==> src/rtl/tt_pkg.sv <==
// Shared types and sizes for the 7-input truth-table sweep/capture block.
package tt_pkg;

  localparam int unsigned N_IN    = 7;
  localparam int unsigned TT_BITS = 128;
  localparam int unsigned ONES_W  = 8;

  typedef logic [TT_BITS-1:0] tt_vec_t;

  typedef enum logic [1:0] {
    IDLE = 2'd0,
    RUN  = 2'd1,
    DONE = 2'd2
  } tt_state_t;

  // Counter width able to hold 0..settle-1 (at least one bit).
  function automatic int unsigned ctr_width(input int unsigned settle);
    return (settle > 1) ? $clog2(settle) : 1;
  endfunction

endpackage

==> src/rtl/tt_settle_ctr.sv <==
// Per-vector settle counter; strobes on the last cycle of each SETTLE-cycle window.
module tt_settle_ctr
  import tt_pkg::*;
#(
  parameter int unsigned SETTLE = 1
) (
  input  logic clk,
  input  logic rst,
  input  logic clear,
  input  logic enable,
  output logic strobe_c
);

  localparam int unsigned    CW   = ctr_width(SETTLE);
  localparam logic [CW-1:0]  LAST = CW'(SETTLE - 1);

  logic [CW-1:0] cnt;

  always_ff @(posedge clk or posedge rst) begin
    if (rst) begin
      cnt <= '0;
    end else if (clear) begin
      cnt <= '0;
    end else if (enable) begin
      cnt <= (cnt == LAST) ? '0 : cnt + CW'(1);
    end
  end

  assign strobe_c = enable && (cnt == LAST);

endmodule

==> src/rtl/tt_sweep_capture7.sv <==
// Sweeps all 128 vectors through a 7-input function, captures its truth table,
// ones-count and match against a reference, and hands the result off via valid/ready.
module tt_sweep_capture7
  import tt_pkg::*;
#(
  parameter int unsigned SETTLE = 1
) (
  input  logic                 clk,
  input  logic                 rst,
  input  logic                 start,
  output logic                 busy,
  output logic [N_IN-1:0]      x,
  input  logic                 f_in,
  input  logic [TT_BITS-1:0]   expected_tt,
  output logic                 res_valid,
  input  logic                 res_ready,
  output logic [TT_BITS-1:0]   res_tt,
  output logic [ONES_W-1:0]    res_ones,
  output logic                 res_match
);

  localparam logic [N_IN-1:0] X_LAST = N_IN'(TT_BITS - 1);

  tt_state_t state, next_state;
  tt_vec_t   exp_q;
  tt_vec_t   tt_wr;
  logic      accept_c;
  logic      run_c;
  logic      sample_c;
  logic      last_c;

  tt_settle_ctr #(.SETTLE(SETTLE)) u_settle (
    .clk      (clk),
    .rst      (rst),
    .clear    (accept_c),
    .enable   (run_c),
    .strobe_c (sample_c)
  );

  always_ff @(posedge clk or posedge rst) begin
    if (rst) state <= IDLE;
    else     state <= next_state;
  end

  // Next state plus the table image including the bit being sampled this cycle.
  always_comb begin
    next_state = state;
    accept_c   = 1'b0;
    run_c      = (state == RUN);
    tt_wr      = res_tt;
    tt_wr[x]   = f_in;
    last_c     = sample_c && (x == X_LAST);
    case (state)
      IDLE: if (start) begin
        next_state = RUN;
        accept_c   = 1'b1;
      end
      RUN:  if (last_c)    next_state = DONE;
      DONE: if (res_ready) next_state = IDLE;
      default:             next_state = IDLE;
    endcase
  end

  always_ff @(posedge clk or posedge rst) begin
    if (rst) begin
      x         <= '0;
      busy      <= 1'b0;
      res_valid <= 1'b0;
      res_tt    <= '0;
      res_ones  <= '0;
      res_match <= 1'b0;
      exp_q     <= '0;
    end else begin
      if (accept_c) begin
        x        <= '0;
        busy     <= 1'b1;
        res_tt   <= '0;
        res_ones <= '0;
        exp_q    <= expected_tt;
      end
      if (sample_c) begin
        res_tt   <= tt_wr;
        res_ones <= res_ones + ONES_W'(f_in);
        x        <= x + N_IN'(1);
      end
      // Final vector: the compare must see bit 127 captured on this same edge.
      if (last_c) begin
        busy      <= 1'b0;
        res_valid <= 1'b1;
        res_match <= (tt_wr == exp_q);
      end
      if ((state == DONE) && res_ready) begin
        res_valid <= 1'b0;
      end
    end
  end

endmodule

==> config.mk <==
export PLATFORM = sky130hd
export DESIGN_NAME = tt_sweep_capture7
export DESIGN_NICKNAME = d
export VERILOG_FILES = /design/src/rtl/tt_pkg.sv /design/src/rtl/tt_settle_ctr.sv /design/src/rtl/tt_sweep_capture7.sv
export SDC_FILE = /design/constraint.sdc
export NUM_CORES = 1
export LEC_CHECK = 0
export BUFFER_PORTS_ARGS = -buffer_cell sky130_fd_sc_hd__buf_2
export CAP_MARGIN = 20
export CORE_ASPECT_RATIO = 1.2
export CORE_MARGIN = 1
export CORE_UTILIZATION = 38
export CTS_BUF_LIST = sky130_fd_sc_hd__clkbuf_8
export CTS_CLUSTER_DIAMETER = 50
export DETAILED_ROUTE_END_ITERATION = 12
export PLACE_DENSITY = 0.65
export SLEW_MARGIN = 20
export SYNTH_ARGS = -nofsm -noshare
export SYNTH_HDL_FRONTEND = slang
export SYNTH_SLANG_ARGS = --single-unit
==> constraint.sdc <==
create_clock -name clk -period 9.1 [get_ports clk]
set_clock_uncertainty 0.15 [all_clocks]
set_input_delay 0.455 -clock clk [delete_from_list [all_inputs] [get_ports clk]]
set_output_delay 0.455 -clock clk [all_outputs]
set_load 0.02 [all_outputs]
==> Word level (Yosys, flattened, before mapping) <==
Cells that the tools add are included.
{ "word_totals": {"out_inout_bits": 146, "input_bits": 133, "wordCells": 54, "ff_bits": 277} }
{ "classes": {"n_reduce_logical": 10, "n_mux": 22, "bitwise_logic": 1, "n_lt_le_gt_ge": 2, "addsub": 3, "n_eq_ne": 7} }
{ "ops": {"columns": ["operator", "n"], "rows": [
  ["$mux 128", 2],
  ["$bwmux 128", 1],
  ["$eq 128x128->1", 1],
  ["$mux 8", 2],
  ["$mux 7", 2],
  ["$mux 1", 10],
  ["$add 8x1->8", 1],
  ["$lt 7x8->1 const B", 1],
  ["$reduce_bool 2->1", 4],
  ["$add 7x1->7 const B", 1],
  ["$demux 1 s7", 1],
  ["$eq 7x7->1 const B", 1],
  ["$ge 7x1->1 const B", 1],
  ["$mux 2", 3],
  ["$ne 2x2->1 const B", 3],
  ["$pmux 2 s3", 1],
  ["$logic_and 1x1->1", 4],
  ["$reduce_and 3->1", 1],
  ["$eq 2x1->1 const B", 1],
  ["$eq 2x2->1 const B", 1],
  ["$logic_not 2->1", 1],
  ["$add 1x1->1 const B", 1],
  ["$not 1->1", 1]
]} }

==> Longest topological paths before layout <==
Gate-level depths: netlist of the first run.
{ "logic_depth": {"ltp_word": 6, "mapped_depth": 13, "mapped_depth_nobuf": 9} }

==> Modules after synthesis <==
Synthesis of the first run repeated with hierarchy kept, for this count alone.
{ "hier_totals": {"cells_unflattened": 1876, "area_unflattened_um2": 15189.6} }
{ "modules_own_cells": {"columns": ["module", "area_each_um2", "cells_per_inst", "n_inst", "seq_area_each_um2"], "rows": [
  ["tt_sweep_capture7", 15182.1, 1875, 1, 6906.6],
  ["tt_settle_ctr", 7.5, 1, 1, 0.0]
]} }

==> Worst setup path after synthesis of the first run <==
OpenSTA, ideal clock, no wires.
{ "synth_path": {"kind": "register to register", "start": "register x[0]", "end": "register res_match", "n_path_buf": 1, "t_arrival_ns": 2.980, "required_ns": 8.858, "stages_incl_launch_ff": 10, "setup_time_ns": 0.092, "setup_slack_ns": 5.879, "synth_period_minus_slack_ns": 3.221, "path_cell_list": "dfrtp_1 buf_2 or3b_1 nor2_1 mux2i_1 o21ai_0 a311o_1 or4_1 or4_1 o31ai_2"} }
{ "synth_between": {"elab_chain_cells": 6, "elab_cells_between_ends": 9, "cone_classes": "order compare (2); eq/ne (2); mux (3); reduce/logical (2)"} }
{ "synth_lines": {"columns": ["element", "line_no", "source"], "rows": [
  ["start, declared", "tt_sweep_capture7.sv:12", "output logic [N_IN-1:0] x,"],
  ["start signal, assigned", "tt_sweep_capture7.sv:84", "x <= x + N_IN'(1);"],
  ["$lt 7x8->1 (implied by the code) or $ge 7x1->1 (tied branches)", "tt_sweep_capture7.sv:51", "tt_wr[x] = f_in;"],
  ["$logic_and 1x1->1 (implied by the code)", "tt_sweep_capture7.sv:51", null],
  ["$mux 1 (implied by the code)", "tt_sweep_capture7.sv:51", null],
  ["$demux 1 s7", "tt_sweep_capture7.sv:51", null],
  ["$bwmux 128", "tt_sweep_capture7.sv:51", null],
  ["$eq 128x128->1", "tt_sweep_capture7.sv:90", "res_match <= (tt_wr == exp_q);"],
  ["end signal, assigned", "tt_sweep_capture7.sv:90", null],
  ["end, declared", "tt_sweep_capture7.sv:19", "output logic res_match"]
]} }
Parallel ways exist; a longest one is shown, timed or not.
A chain may end at the register's enable or synchronous reset.

==> Worst setup path in the final report of the first run <==
Ends and elaborated chain as after synthesis.

==> results of run 1 <==
## what timing repair did
action / CTS / global route
endpoints found under the setup margin: 0 / 0
hold buffers: 130 / 0
hold endpoints to repair: 206 / 0
## area by class of cell
cell class	instances	area, um2
Fill cell	3825	20500
Multi-Input combinational cell	1452	7970
Sequential cell	276	6910
Timing Repair Buffer	439	2930
Clock buffer	62	853
Tap cell	533	667
Clock inverter	29	268
Inverter	13	56.3
Antenna cell	2	5.00
## critical path, delay by kind of cell, from the launching register on
| kind | cells | cell delay (ps) |
|---|---|---|
| AO/OA/AOI/OAI | 5 | 2040 |
| buffers and inverters | 1 | 320 |
| flip-flops | 1 | 780 |
| AND/OR/NAND/NOR | 3 | 1230 |
## power by group through the flow
stage	clock (mW)	sequential (mW)	combinational, mW
6_report	1.33	1.96	1.64
5_1_grt	1.40	1.97	1.72
4_1_cts	1.34	1.93	1.58
3_5_place_dp	0	1.95	1.53
3_3_place_gp	0	1.94	1.52
2_1_floorplan	0	1.78	0.920
## synth_stat cells (8+ instances only)
library cell  number
o21ai_0          252
xor2_1            25
a31oi_1           12
mux2i_1           29
nor3_1            44
xnor2_1           22
a32oi_1           10
a21oi_1          161
buf_1             20
nand2_1          479
nor4_1            10
clkbuf_1         108
buf_4              8
nand3b_1          11
a2111oi_0         12
nor2_1            83
dfrtp_1          276
or4_1              8
inv_1             13
nand2b_1           8
nand3_1           58
o22ai_1           16
buf_2             26
nand4_1           20
a22o_1            57
## kinds of logic after synthesis
family	after synthesis	synth area share (%)
AO/OA/AOI/OAI	583	22.3
XOR/XNOR	47	2.64
adder cells (fa/ha/maj)	3	0.241
buffers and inverters	180	4.97
flip-flops	276	44.3
multiplexers	30	1.93
AND/OR/NAND/NOR	789	23.6
## metrics by stage
step / instances / setup slack, ps
4_1_cts: 2804 / 4610
3_3_place_gp: 2583 / 4450
2_1_floorplan: 1908 / 886
3_5_place_dp: 2583 / 4610
6_report: 2806 / 4480
5_1_grt: 2805 / 4230
## layer usage
| metal | global-route usage [%] | up-vias |
|---|---|---|
| li1 | - | 7420 |
| met1 | 46.0 | 8325 |
| met2 | 56.0 | 1135 |
| met3 | 7.47 | 262 |
| met4 | 23.5 | 4 |
| met5 | 0 | - |
## sequential cells by signal (all words and copies together) (netlist names)
name / cells
busy: 1
exp_q: 128
res_match: 1
res_ones: 8
res_tt: 128
res_valid: 1
state: 2
x: 7
## path summary, 6_finish.rpt
check | from | to | slack [ps]
worst max-delay path | x[0] | res_match | 4480
worst min-delay path | rst | exp_q[14] | 310
worst max register to register | x[0] | res_match | 4480
worst min register to register | busy | busy | 330
max in group asynchronous | rst | exp_q[72] | 6230
min in group clk | busy | busy | 330
==> results.cfg, run 1 <==
[outcome]
outcome = complete, no violations

[critical_path]
cp_data_required_time_ps = 9480
max_stage_delay_ps = 780
reg2reg_depth = 9
crit_fanout = 20
critPathLaunchType = flop
critPathArrivalTime_ps = 5000
critPathCaptureType = flop
criticalPathCategory = flop to flop
crit_slowest_cell = dfrtp_1
crit_path_cell_trace = or3b_1, buf_4, o21ai_0, a21oi_1, a2111oi_0, o2111ai_1, nor4_1, nand4_1, o31ai_2

[synthesis]
synthCells = 1908
synth.ff_latch_count = 276
yosysUniqueCellTypes = 82
syn_nets = 2044
avgSynthCellArea_um2 = 8.18
synth.area.top_cells = dfrtp_1 44%, nand2_1 12%, o21ai_0 8.1%
yosysSeqAreaShare_pct = 44.3
post-synth-top-area-cell = dfrtp_1
async_flop_share_pct = 100
netlist_area_um2 = 15600
synthFlopType = dfrtp_1
synth_top_area_share_pct = 44.3
synth_edf_count = 0
yosys_warnings = 0

[sta]
drv_slew = 0
hold_slack_ps = 309
period_needed_ps = 4620
final.period_utilization_pct = 50.8
slew_headroom_pct = 24.0
worst_pin_slew_ps = 1140
setup-tns-final_ps = 0
rsz0062_at_grt = no
setup_viol_count_final = 0
fmax_ghz = 0.216
hold_viol = 0

[pwr]
total_power_mw = 4.93
p_comb_share_pct = 33.3
leakagePower_nw = 8.94
p_per_area_nw_per_um2 = 251
internal_power_mw = 2.77
switching_share_pct = 43.9
clockPowerShare_pct = 27.0
seq_power_share_pct = 39.8
p_sw_mw = 2.17
ir_worst_vdd_mv = 0.146

[clock_network]
cts-htree-levels = 2
cts-buffers-inserted = 50
clock-sinks = 276
cts_tree = built
cts.clk_slew.worst_paths_ps = 60
cts_resized = 0
cts_root_buffer = clkbuf_8
clk_path_buf_depth = 3
clk_latency_ps = 620
post-cts-setup-buffers = 0

[place]
routabilityCongestion = 1.02
portBuffers = 278
place_area_um2 = 17200
place_hpwl_mm = 53.0

[global_route]
grt_max_degree = 85
antenna_found_initial = 4
grt_usage_pct = 36.2
first_global_vias = 16330
overflow = 0
grt_pass1_wl_mm = 111

[route]
ant_nets = 0
vias = 17146
wirelength_mm = 77.1
viasPerCell = 6.11
dr_wl_met2_mm = 34.4
met3_length_mm = 7.42
firstDrtPassIters = 8
met1_length_mm = 29.6
top_layer = met5
first_iter_violations = 2126
wl_per_cell_um = 27.5
drc = 0

[floorplanning]
initial_core_util_pct = 38.9
core_um2 = 40100
core.rowCount = 80
num_io_pins = 279
die_height_um = 224
design.die.area_um2 = 41900
die_w_um = 187

[layout]
final_cell_area_um2 = 19700
final_util_pct = 49.0
final_cell_mix = 477 x nand2_1, 278 x buf_2, 274 x dfrtp_1, 252 x o21ai_0, 161 x a21oi_1
final_common_cell = nand2_1
post_route_cells_drive_above_1_share_pct = 18.6
nets = 2368
area_growth_syn_to_layout_pct = 26.0

[hold_path]
hold_path_class = input pin to asynchronous set/reset pin

[flow_run]
drv_cap = 0
(Power assumes the default switching activity.)
==> run 2, diff against run 1 <==
--- a/config.mk
+++ b/config.mk
@@ -5,6 +5,7 @@
 export SDC_FILE = /design/constraint.sdc
 export NUM_CORES = 1
 export LEC_CHECK = 0
+export ABC_AREA = 1
 export BUFFER_PORTS_ARGS = -buffer_cell sky130_fd_sc_hd__buf_2
 export CAP_MARGIN = 20
 export CORE_ASPECT_RATIO = 1.2
==> constraint.sdc (replaced) <==
create_clock -name clk -period 4.4 [get_ports clk]
set_clock_uncertainty 0.15 [all_clocks]
set_input_delay 0.22 -clock clk [delete_from_list [all_inputs] [get_ports clk]]
set_output_delay 0.22 -clock clk [all_outputs]
set_load 0.02 [all_outputs]
==> results.cfg, run 2 <==
[outcome]
outcome = complete, no violations

[critical_path]
r2r_setup_slack_ps = 970
rr_endpoint = res_match
crit_slowest_cell = dfrtp_1
max_stage_delay_ps = 670
critPathLaunchType = flop
critPathArrivalTime_ps = 3840
crit_path_cell_trace = inv_1, nor2_2, buf_4, nand3_1, nand3_1, nand2_1, inv_1, nand2_1, nor2_1, nand2_1, nor2_1, nand2_1, nor2_1, nand3_1, nand2_1
r2r-start = x[0]
criticalPathCategory = flop to flop
reg2reg_depth = 15
cp_common_cell = nand2_1
crit_fanout = 23
critPathCaptureType = flop
cp_data_required_time_ps = 4810

[floorplanning]
num_io_pins = 279
design.die.area_um2 = 41500
die_w_um = 186
core.rowCount = 80
initial_core_util_pct = 38.7
die_height_um = 223
core_um2 = 39900

[pwr]
leakagePower_nw = 9.93
ir_worst_vdd_mv = 0.303
p_per_area_nw_per_um2 = 639
total_power_mw = 12.5

[synthesis]
synth.area.top_cells = dfrtp_1 45%, nand2_1 19%, nand3_1 9.0%
netlist_area_um2 = 15500
avgSynthCellArea_um2 = 7.07
synth.ff_latch_count = 276
synth_edf_count = 0
async_flop_share_pct = 100
yosys_warnings = 0
synth_top_area_share_pct = 44.7
ys_top_cells_by_count = 781 x nand2_1, 279 x nand3_1, 276 x dfrtp_1
yosysUniqueCellTypes = 36
post-synth-top-area-cell = dfrtp_1
yosysMostFrequentCell = nand2_1
yosysSeqAreaShare_pct = 44.7
syn_nets = 2322
synthCells = 2186
synthFlopType = dfrtp_1

[sta]
period_needed_ps = 3430
rsz0062_at_grt = no
drv_slew = 0
hold_viol = 0
setup-tns-final_ps = 0
setup_viol_count_final = 0
worst_pin_slew_ps = 1120
fmax_ghz = 0.292
slew_headroom_pct = 25.3
final.period_utilization_pct = 78.0

[route]
drc = 0
viasPerCell = 5.25
wirelength_mm = 56.8
ant_nets = 0
wl_per_cell_um = 18.1
first_iter_violations = 1372
vias = 16423
firstDrtPassIters = 6

[hold_path]
holdPathEnd = exp_q[17]
hold_path_class = input pin to flop
min_from = start
hold-path-cell-count = 5

[clock_network]
cts-buffers-inserted = 51
cts_resized = 0
cts.clk_slew.worst_paths_ps = 60
cts_tree = built
post-cts-setup-buffers = 0
cts-htree-levels = 2
cts_root_buffer = clkbuf_8
clock-sinks = 276
clk_path_buf_depth = 3
clk_latency_ps = 610

[place]
dp_cells = 2910
routabilityCongestion = 0.903
place_hpwl_mm = 37.9
portBuffers = 278

[layout]
nets = 2696
fillers = 3999
final_common_cell = nand2_1
area_growth_syn_to_layout_pct = 26.8
final_cell_mix = 781 x nand2_1, 278 x nand3_1, 278 x buf_2, 277 x inv_1, 276 x dfrtp_1
reg_top3 = exp_q: 128 flops, res_tt: 128 flops, res_ones: 8 flops
post_route_cells_drive_above_1_share_pct = 16.3
finalNonFillerCells = 3128
final_util_pct = 49.1

[global_route]
antenna_found_initial = 1
first_global_vias = 15909
grt_pass1_wl_mm = 87.0
overflow = 0
grt_max_degree = 165
grt_usage_pct = 27.3

[flow_run]
drv_cap = 0
[run 2: critical path: cells and delay by family (launching register included)]
family,cells,cell delay (ps)
and+or+nand+nor,12,1760
buffers and inverters,3,790
DFF,1,670
[run 2: repair_timing]
item | 4_1_cts | 5_1_grt
endpoints found under the setup margin | 0 | 0
hold buffers | 130 | 0
endpoints found under the hold margin | 406 | 0
[run 2: final cells by class]
class	count	area (um2)	share of cell area (%)
multi-input cells	1526	7020	35.8
flip-flops and latches	276	6910	35.2
repair buffers	429	2900	14.8
inverters	276	1050	5.36
clock buffers	62	853	4.35
well taps	533	667	3.40
clock inverters	25	194	0.990
diodes	1	2.50	0.0128
[run 2: how the worst max path moves through the flow]
stage / start / endpoint / slack (ps)
after detailed placement: x[0] / res_match / 970
after global routing: x[0] / res_match / 660
after floorplan: rst / busy / 380
after global placement: x[0] / res_match / 1090
final: x[0] / res_match / 970
after CTS: x[0] / res_match / 980
[run 2: layer usage]
layer | share of wire (%) | global-route usage, % | up-vias
li1 | - | - | 7788
met1 | 41 | 34.8 | 7791
met2 | 47 | 44.4 | 694
met3 | 7.5 | 5.00 | 150
met4 | 4.6 | 12.9 | 0
met5 | 0 | 0 | -
[run 2: cells by family after synthesis]
group / synth area share, %
AO/OA/AOI/OAI: 11.6
XOR/XNOR: 0.510
adder cells (fa/ha/maj): 0.243
buffers and inverters: 9.94
flip-flops: 44.7
AND/OR/NAND/NOR: 33.0
[run 2: metrics by stage]
stage / hold slack (ps) / setup slack (ps) / area, um2
2_1_floorplan: 156 / 379 / 15500
3_3_place_gp: 267 / 1090 / 17200
3_5_place_dp: 267 / 972 / 17200
4_1_cts: 74.5 / 978 / 19600
5_1_grt: 97.3 / 661 / 19600
6_report: 67.3 / 970 / 19600
[run 2: where the power goes]
| part | switching, mW | total [mW] | internal, mW |
|---|---|---|---|
| Sequential | 0.714 | 4.19 | 3.48 |
| Clock | 1.14 | 2.59 | 1.44 |
| Combinational | 3.94 | 5.74 | 1.80 |
| Total | 5.80 | 12.5 | 6.72 |
